### src/rtl/fd_dx_stage_ctrl_pkg.sv
// Shared pipeline definitions for the front-end stage controller: NOP encoding,
// instruction field positions and the stage FSM state encoding.
package fd_dx_stage_ctrl_pkg;

   localparam logic [31:0] NOP = 32'd0;

   localparam int OPCODE_MSB = 31;
   localparam int OPCODE_LSB = 27;
   localparam int RD_MSB     = 26;
   localparam int RD_LSB     = 22;
   localparam int RS_MSB     = 21;
   localparam int RS_LSB     = 17;
   localparam int RT_MSB     = 16;
   localparam int RT_LSB     = 12;

   typedef enum logic [1:0] {
      ST_RUN    = 2'd0,
      ST_BUBBLE = 2'd1,
      ST_MDWAIT = 2'd2,
      ST_FLUSH  = 2'd3
   } stage_state_e;

   function automatic logic [OPCODE_MSB-OPCODE_LSB:0] opcode_of(input logic [31:0] ir);
      return ir[OPCODE_MSB:OPCODE_LSB];
   endfunction

   function automatic logic [RD_MSB-RD_LSB:0] rd_of(input logic [31:0] ir);
      return ir[RD_MSB:RD_LSB];
   endfunction

   function automatic logic [RS_MSB-RS_LSB:0] rs_of(input logic [31:0] ir);
      return ir[RS_MSB:RS_LSB];
   endfunction

   function automatic logic [RT_MSB-RT_LSB:0] rt_of(input logic [31:0] ir);
      return ir[RT_MSB:RT_LSB];
   endfunction

endpackage

### src/rtl/fd_dx_stage_ctrl_pipe_latch.sv
// One pipeline latch (PC, instruction, valid). bubble loads a NOP and wins over en;
// with neither asserted the latch holds.
module fd_dx_stage_ctrl_pipe_latch
   import fd_dx_stage_ctrl_pkg::*;
#(
   parameter int ADDR_W = 12
) (
   input  logic              clock,
   input  logic              reset,
   input  logic              en,
   input  logic              bubble,
   input  logic [ADDR_W-1:0] pc_i,
   input  logic [31:0]       ir_i,
   input  logic              valid_i,
   output logic [ADDR_W-1:0] pc_o,
   output logic [31:0]       ir_o,
   output logic              valid_o
);

   logic [ADDR_W-1:0] pc_q;
   logic [31:0]       ir_q;
   logic              valid_q;

   // NOTE: sequential state uses non-blocking assignments so every register samples
   // pre-edge values regardless of block evaluation order.
   always_ff @(posedge clock) begin
      if (reset || bubble) begin
         pc_q    <= '0;
         ir_q    <= NOP;
         valid_q <= 1'b0;
      end else if (en) begin
         pc_q    <= pc_i;
         ir_q    <= ir_i;
         valid_q <= valid_i;
      end
   end

   assign pc_o    = pc_q;
   assign ir_o    = ir_q;
   assign valid_o = valid_q;

endmodule

### src/rtl/fd_dx_stage_ctrl.sv
// Front-end hold/bubble/flush controller owning the PC and the F/D and D/X latches.
// Define STALL_PERF_CNT_EN to build the saturating stall/flush performance counters.
module fd_dx_stage_ctrl
   import fd_dx_stage_ctrl_pkg::*;
#(
   parameter int ADDR_W    = 12,
   parameter int MAX_STALL = 64,
   parameter int CNT_W     = 32
) (
   input  logic              clock,
   input  logic              reset,
   input  logic [31:0]       imem_q,
   input  logic              stall_req,
   input  logic              md_busy,
   input  logic              branch_taken,
   input  logic [ADDR_W-1:0] branch_target,
   output logic [ADDR_W-1:0] pc_out,
   output logic [ADDR_W-1:0] fd_pc,
   output logic [ADDR_W-1:0] dx_pc,
   output logic [31:0]       fd_ir,
   output logic [31:0]       dx_ir,
   output logic              fd_valid,
   output logic              dx_valid,
   output logic [1:0]        state_out,
   output logic              stall_timeout,
   output logic [CNT_W-1:0]  stall_cycles,
   output logic [CNT_W-1:0]  flush_count
);

   localparam int CONSEC_W = $clog2(MAX_STALL + 1);
   localparam logic [CONSEC_W-1:0] CONSEC_MAX = CONSEC_W'(MAX_STALL);

   logic [ADDR_W-1:0]   pc_q;
   logic [ADDR_W-1:0]   pc_inc;
   stage_state_e        state_q;
   stage_state_e        act;
   logic [CONSEC_W-1:0] consec_q;
   logic [CONSEC_W-1:0] consec_d;
   logic                timeout_q;
   logic                eff_stall;

   // A stall request against a NOP in F/D has nothing to protect.
   assign eff_stall = stall_req & fd_valid;
   assign pc_inc    = pc_q + ADDR_W'(1);

   // The action taken this edge doubles as the next FSM state.
   // NOTE: every combinational output gets a default first so no path infers a latch.
   always_comb begin
      act = ST_RUN;
      if (branch_taken)   act = ST_FLUSH;
      else if (md_busy)   act = ST_MDWAIT;
      else if (eff_stall) act = ST_BUBBLE;
   end

   always_comb begin
      consec_d = '0;
      if (act == ST_MDWAIT || act == ST_BUBBLE)
         consec_d = (consec_q == CONSEC_MAX) ? consec_q : consec_q + CONSEC_W'(1);
   end

   always_ff @(posedge clock) begin
      if (reset) begin
         pc_q      <= '0;
         state_q   <= ST_RUN;
         consec_q  <= '0;
         timeout_q <= 1'b0;
      end else begin
         state_q  <= act;
         consec_q <= consec_d;
         if (consec_d == CONSEC_MAX) timeout_q <= 1'b1;
         case (act)
            ST_FLUSH: pc_q <= branch_target;
            ST_RUN:   pc_q <= pc_inc;
            default:  pc_q <= pc_q;
         endcase
      end
   end

   fd_dx_stage_ctrl_pipe_latch #(.ADDR_W(ADDR_W)) u_fd_latch (
      .clock   (clock),
      .reset   (reset),
      .en      (act == ST_RUN),
      .bubble  (act == ST_FLUSH),
      .pc_i    (pc_inc),
      .ir_i    (imem_q),
      .valid_i (1'b1),
      .pc_o    (fd_pc),
      .ir_o    (fd_ir),
      .valid_o (fd_valid)
   );

   fd_dx_stage_ctrl_pipe_latch #(.ADDR_W(ADDR_W)) u_dx_latch (
      .clock   (clock),
      .reset   (reset),
      .en      (act == ST_RUN),
      .bubble  (act == ST_FLUSH || act == ST_BUBBLE),
      .pc_i    (fd_pc),
      .ir_i    (fd_ir),
      .valid_i (fd_valid),
      .pc_o    (dx_pc),
      .ir_o    (dx_ir),
      .valid_o (dx_valid)
   );

   assign pc_out        = pc_q;
   assign state_out     = state_q;
   assign stall_timeout = timeout_q;

`ifdef STALL_PERF_CNT_EN
   logic [CNT_W-1:0] stall_cnt_q;
   logic [CNT_W-1:0] flush_cnt_q;

   always_ff @(posedge clock) begin
      if (reset) begin
         stall_cnt_q <= '0;
         flush_cnt_q <= '0;
      end else begin
         if ((act == ST_MDWAIT || act == ST_BUBBLE) && stall_cnt_q != '1)
            stall_cnt_q <= stall_cnt_q + CNT_W'(1);
         if (act == ST_FLUSH && flush_cnt_q != '1)
            flush_cnt_q <= flush_cnt_q + CNT_W'(1);
      end
   end

   assign stall_cycles = stall_cnt_q;
   assign flush_count  = flush_cnt_q;
`else
   assign stall_cycles = '0;
   assign flush_count  = '0;
`endif

endmodule
### config.mk
export PLATFORM = sky130hd
export DESIGN_NAME = fd_dx_stage_ctrl
export DESIGN_NICKNAME = d
export VERILOG_FILES = /design/src/rtl/fd_dx_stage_ctrl_pkg.sv /design/src/rtl/fd_dx_stage_ctrl_pipe_latch.sv /design/src/rtl/fd_dx_stage_ctrl.sv
export SDC_FILE = /design/constraint.sdc
export NUM_CORES = 1
export LEC_CHECK = 0
export BUFFER_PORTS_ARGS = -buffer_cell sky130_fd_sc_hd__buf_2
export CORE_ASPECT_RATIO = 0.75
export CORE_MARGIN = 2
export CORE_UTILIZATION = 45
export CTS_CLUSTER_DIAMETER = 30
export DETAILED_ROUTE_END_ITERATION = 10
export PLACE_DENSITY = 0.73
export SLEW_MARGIN = 15
export SYNTH_ARGS = -nofsm -noshare
export SYNTH_HDL_FRONTEND = slang
export SYNTH_SLANG_ARGS = --single-unit
### constraint.sdc
create_clock -name clock -period 3.3 [get_ports clock]
set_input_delay 0.66 -clock clock [delete_from_list [all_inputs] [get_ports clock]]
set_output_delay 0.66 -clock clock [all_outputs]
set_load 0.01 [all_outputs]
# Word level (Yosys, flattened, before mapping)
# Cells that the tools add are included.
# W data, S select, Z words.
# word_totals
reg_bits	112
in_bits	49
out_inout_bits	169
# classes
n_addsub	2
eq_ne	5
muxes	6
bitwise_logic	1
n_reduce_logical	6
# op_table
operator	count
$pmux W12 S2	1
$eq A7 B7 Y1 const B	2
$mux W7	2
$add A12 B1 Y12 const B	1
$add A7 B1 Y7 const B	1
$eq A2 B2 Y1 const B	2
$logic_or A1 B1 Y1	4
$mux W2	2
$eq A2 B1 Y1 const B	1
$logic_not A2 Y1	1
$reduce_bool A2 Y1	1
$and A1 B1 Y1	1
$mux W1	1

# Logic depth before layout (Yosys ltp)
# logic_depth
word_depth	8
ltp_mapped	9

# Hierarchy
# Synthesis repeated with hierarchy kept, for this count alone.
# hier_totals
hier_cells	533
hier_area_um2	5136.2
# by_module_without_submodules
mod	n_inst	cells_each	area_per_inst_um2	seq_area_each_um2
fd_dx_stage_ctrl_pipe_latch	2	146	1639.1	900.9
fd_dx_stage_ctrl	1	241	1858.0	440.4

# Worst setup path after synthesis
# OpenSTA, ideal clock, no wires.
# synth_timing
kind	input -> register
startpoint	input port md_busy
endpoint	register pc_q[8], in the netlist pc_out[8]
setup_time_ns	0.071
arrival_time_ns	2.211
path_slack_ns	1.018
path_stages	8
path_buffers	1
path_cell_list	inv_1 a31oi_1 ha_1 clkbuf_1 or3b_2 nor4_1 a31oi_1 a21oi_1
# synth_between
elab_chain_cells	4
word_cells_on_any_way	6
classes_between	eq/ne (1); mux (3); reduce/logical (2)
# synth_rtl
item	line_no	rtl
start: declaration	fd_dx_stage_ctrl.sv:14	input logic md_busy,
$mux W2 (*)	fd_dx_stage_ctrl.sv:51	else if (md_busy) act = ST_MDWAIT;
$mux W2 (*)	fd_dx_stage_ctrl.sv:50	if (branch_taken) act = ST_FLUSH;
$eq A2 B2 Y1 or $logic_not A2 Y1 (tied branches)	fd_dx_stage_ctrl.sv:71	case (act)
$pmux W12 S2 or $reduce_bool A2 Y1 (tied branches)	--	
end signal: assignment	fd_dx_stage_ctrl.sv:72	ST_FLUSH: pc_q <= branch_target;
end signal: assignment	fd_dx_stage_ctrl.sv:73	ST_RUN: pc_q <= pc_inc;
end signal: assignment	fd_dx_stage_ctrl.sv:74	default: pc_q <= pc_q;
end: declaration	fd_dx_stage_ctrl.sv:33	logic [ADDR_W-1:0] pc_q;
# Mark *: on every way between the ends. The rest lies on a longest branch, timed or not.
# A chain may end at the register's enable or synchronous reset.

# Worst setup path in the final report
# layout_timing
startpoint	input port stall_req
endpoint	register pc_q[9], in the netlist pc_out[9]
# layout_between
elab_chain_cells	6
word_cells_on_any_way	8
classes_between	eq/ne (1); mux (4); bitwise (1); reduce/logical (2)
# layout_rtl
item	line_no	rtl
start: declaration	fd_dx_stage_ctrl.sv:13	input logic stall_req,
$and A1 B1 Y1 (*)	fd_dx_stage_ctrl.sv:43	assign eff_stall = stall_req & fd_valid;
$mux W1 (*)	fd_dx_stage_ctrl.sv:52	else if (eff_stall) act = ST_BUBBLE;
$mux W2 (*)	fd_dx_stage_ctrl.sv:51	
$mux W2 (*)	fd_dx_stage_ctrl.sv:50	
$eq A2 B2 Y1 or $logic_not A2 Y1 (tied branches)	fd_dx_stage_ctrl.sv:71	
$pmux W12 S2 or $reduce_bool A2 Y1 (tied branches)	--	
# Marks and branches as above.

==> metrics <==
period utilization between 70% and 80%; RSZ-0062 raised after global routing no; Seq/Total Area, Yosys 45.55%; r2r setup slk between 1 and 1.5 ns; clk slew on worst S/H paths roughly 0.07 ns; number of global-route vias before repair roughly 3500; YS warnings 0; first-pass detailed-route iteration total 4; clock skew just over 0.01 ns; Overflow after GRT 0; largest net degree at the start of global routing 65; cells on worst reg2reg path 6; most frequent CP cell a31oi_1; DRC violations left 0; Synth Instances around 530; Hold WS about 0.47 ns; area grow syn2layout 17.92%; reg2reg end pc_out[9]; Fin. Hold Viols 0; Final setup viols 0; Slew @ Worst Pin around 0.96 ns; ys flop type dfxtp_1; Rows 33; crit start category input pin; n_diodes 0; maximum vdd drop around 0.32 mV; Routed Wire Length 10.75 mm; Syn Area/Cell ~9.3 um2; Seq cells post-synth 112; clock power share between 30% and 40%; Worst Path Max Fanout 31; I/O pin total 218; fin cells 806; CTS sink count around 110; Setup WS pre-CTS 0.6273 ns; Hold Path Sink stall_timeout; layout cell share with drive strength beyond 1 a little over a quarter; Slew HR a little over a third; antenna-violating nets left 0; routed vias a little under 4000; PwrDens ~460 nW/um2; PnR worst setup slack approximately 1 ns; CTS tree done; switching share of power 25.05%; vias per std cell 4.800; worst setup path start stall_req; Hold Crit Depth 2; Worst EP required roughly 3.6 ns; initial DRC count roughly 120; Slew Limit Fails 0; synthesized-area fraction occupied by xor and xnor cells under 10%; Num CTS Buffers 9; DP Cell Count roughly 800; Hold Crit Class flip-flop to flip-flop; synth unique cells 37; core area roughly 11000 um2; Max Freq about 430 MHz; internal cell power around 2.0 mW; # H-tree levels 3; HPWL after DPL between 7 and 8 mm; CTS-repair resized insts 0; number of port buffers roughly 150; starting density of the core between 40% and 50%; share of power burned in registers between 50% and 60%; Wirelength per Cell 13.33 um; Largest stage delay, worst path 0.52 ns; Synth Area in Adders 1.271%; later-pin clock latency in the skew report 0.33 ns; mapped cell area between 4000 and 5000 um2; commonest cells after routing, fill and taps aside 153 x buf_2, 112 x dfxtp_1, 99 x nor2_1, 81 x mux2i_1, 64 x conb_1; crit path DAT approximately 2.6 ns; Compound-Gate Fraction of Synth Area under 10%; Finished Core Util a little over half; Layout Nets a little over 700; Synth Area in Simple Gates 14.03%; CTS Buffer Depth 2; setup TNS 0 ns; Die W approximately 120 um; crit path cell chain buf_2 > a31oi_1 > ha_4 > buf_4 > nor3b_1 > nand2_1 > a31oi_1; routability cong. around 0.80; EDFF count, synth 0; Final min period approximately 2.3 ns; Worst setup EP type flip-flop; CP Buf/Inv Count 2; mux cell area share after synthesis ~16%; GRT Overall Usage 17.21%; Crit Path Category input pin to flip-flop; commonest non-fill, non-tap cell in the layout buf_2; postcts setup bufs 0; Slowest cell on crit path a31oi_1; ys async rst share 0%; delay-heaviest family, CP compound AO/OA/AOI/OAI gates; Switch Pwr 0.6660 mW; Die Y 94.58 um; Combinational Power Share ~9.9%; max_cap viols 0; largest family of logic cells by synthesized area multiplexers; hold_sp stall_timeout; antenna violations before repair 0; CTS Hold Bufs 0; CTS root buf clkbuf_16; leakage power total ~2.6 nW; outcome complete, no violations; global-route wire length before repair between 15 and 20 mm; full die area around 12000 um2; Crit Reg-Reg Startpoint u_fd_latch.valid_o
-- layout make-up --
cell class	count	area, um2
repair buffers	155	793.3
flip-flops and latches	112	2242
multi-input cells	376	2300
clock inverters	4	31.28
fillers	999	4972
clock buffers	11	232.7
inverters	8	30.03
well taps	140	175.2
-- power groups by stage --
stage | clock, mW | sequential (mW) | combinational [mW]
after floorplan | 0 | 1.45 | 0.226
after global placement | 0 | 1.44 | 0.258
after detailed placement | 0 | 1.44 | 0.265
after CTS | 1.02 | 1.41 | 0.266
after global routing | 1.07 | 1.42 | 0.293
final | 0.982 | 1.41 | 0.264
-- worst min-delay path, delay by kind of cell, from the launching register on --
kind,cells,cell delay [ns]
flip-flops,1,0.33
AND/OR/NAND/NOR,1,0.07
AO/OA/AOI/OAI,1,0.05
-- registers in the layout, summed over array words and instances (netlist names) --
signal	flops
u_fd_latch.valid_o	1
pc_out	12
u_dx_latch.pc_o	12
state_out	2
u_dx_latch.ir_o	32
u_fd_latch.pc_o	12
consec_q	7
stall_timeout	1
u_fd_latch.ir_o	32
u_dx_latch.valid_o	1
-- worst max-delay path by stage --
stage,end,slack (ns),depth (start not counted)
3_5_place_dp,pc_out[8],0.63,7
5_1_grt,pc_out[9],0.73,8
2_1_floorplan,pc_out[8],1.02,8
3_3_place_gp,pc_out[9],0.72,8
6_report,pc_out[9],0.98,7
4_1_cts,pc_out[8],0.98,7
-- cell usage after synthesis, types with 8 or more instances --
| cell | count | share of area [%] |
|---|---|---|
| o21ai_0 | 17 | 1.7 |
| nand3_1 | 8 | 0.81 |
| clkbuf_1 | 20 | 1.5 |
| nor3_1 | 9 | 0.92 |
| nand2b_1 | 10 | 1.3 |
| mux2i_1 | 81 | 16 |
| nor2_1 | 99 | 7.5 |
| a21oi_1 | 21 | 2.1 |
| buf_4 | 64 | 9.8 |
| a22oi_1 | 10 | 1.5 |
| dfxtp_1 | 112 | 46 |
| inv_1 | 8 | 0.61 |
-- stage by stage --
step	total power [mW]	area, um2
finish	2.659	5804
global route	2.776	5804
CTS	2.693	5804
detailed placement	1.709	5540
global placement	1.699	5540
floorplan	1.672	5159
-- cells by family (layout without fill, tap and decap cells) --
kind of cell / Yosys count / after routing
and+or+nand+nor: 153 / 153
other: 1 / 64
buffers and inverters: 102 / 178
xor gates and xnor gates: 12 / 12
adders and majority gates: 5 / 5
muxes: 81 / 81
AOI/OAI and AO/OA: 61 / 61
DFF: 112 / 112
-- layer usage --
| metal | vias to the layer above | global-route usage [%] | routed length [um] | part of all wire [%] |
|---|---|---|---|---|
| li1 | 1917 | - | - | - |
| met4 | 0 | 4.401 | 131 | 1.2 |
| met3 | 8 | 5.156 | 860 | 8.0 |
| met2 | 155 | 29.10 | 5081 | 47 |
| met1 | 1789 | 21.73 | 4675 | 44 |
| met5 | - | 0 | 0 | 0 |
Power figures use the tool's default switching activity.
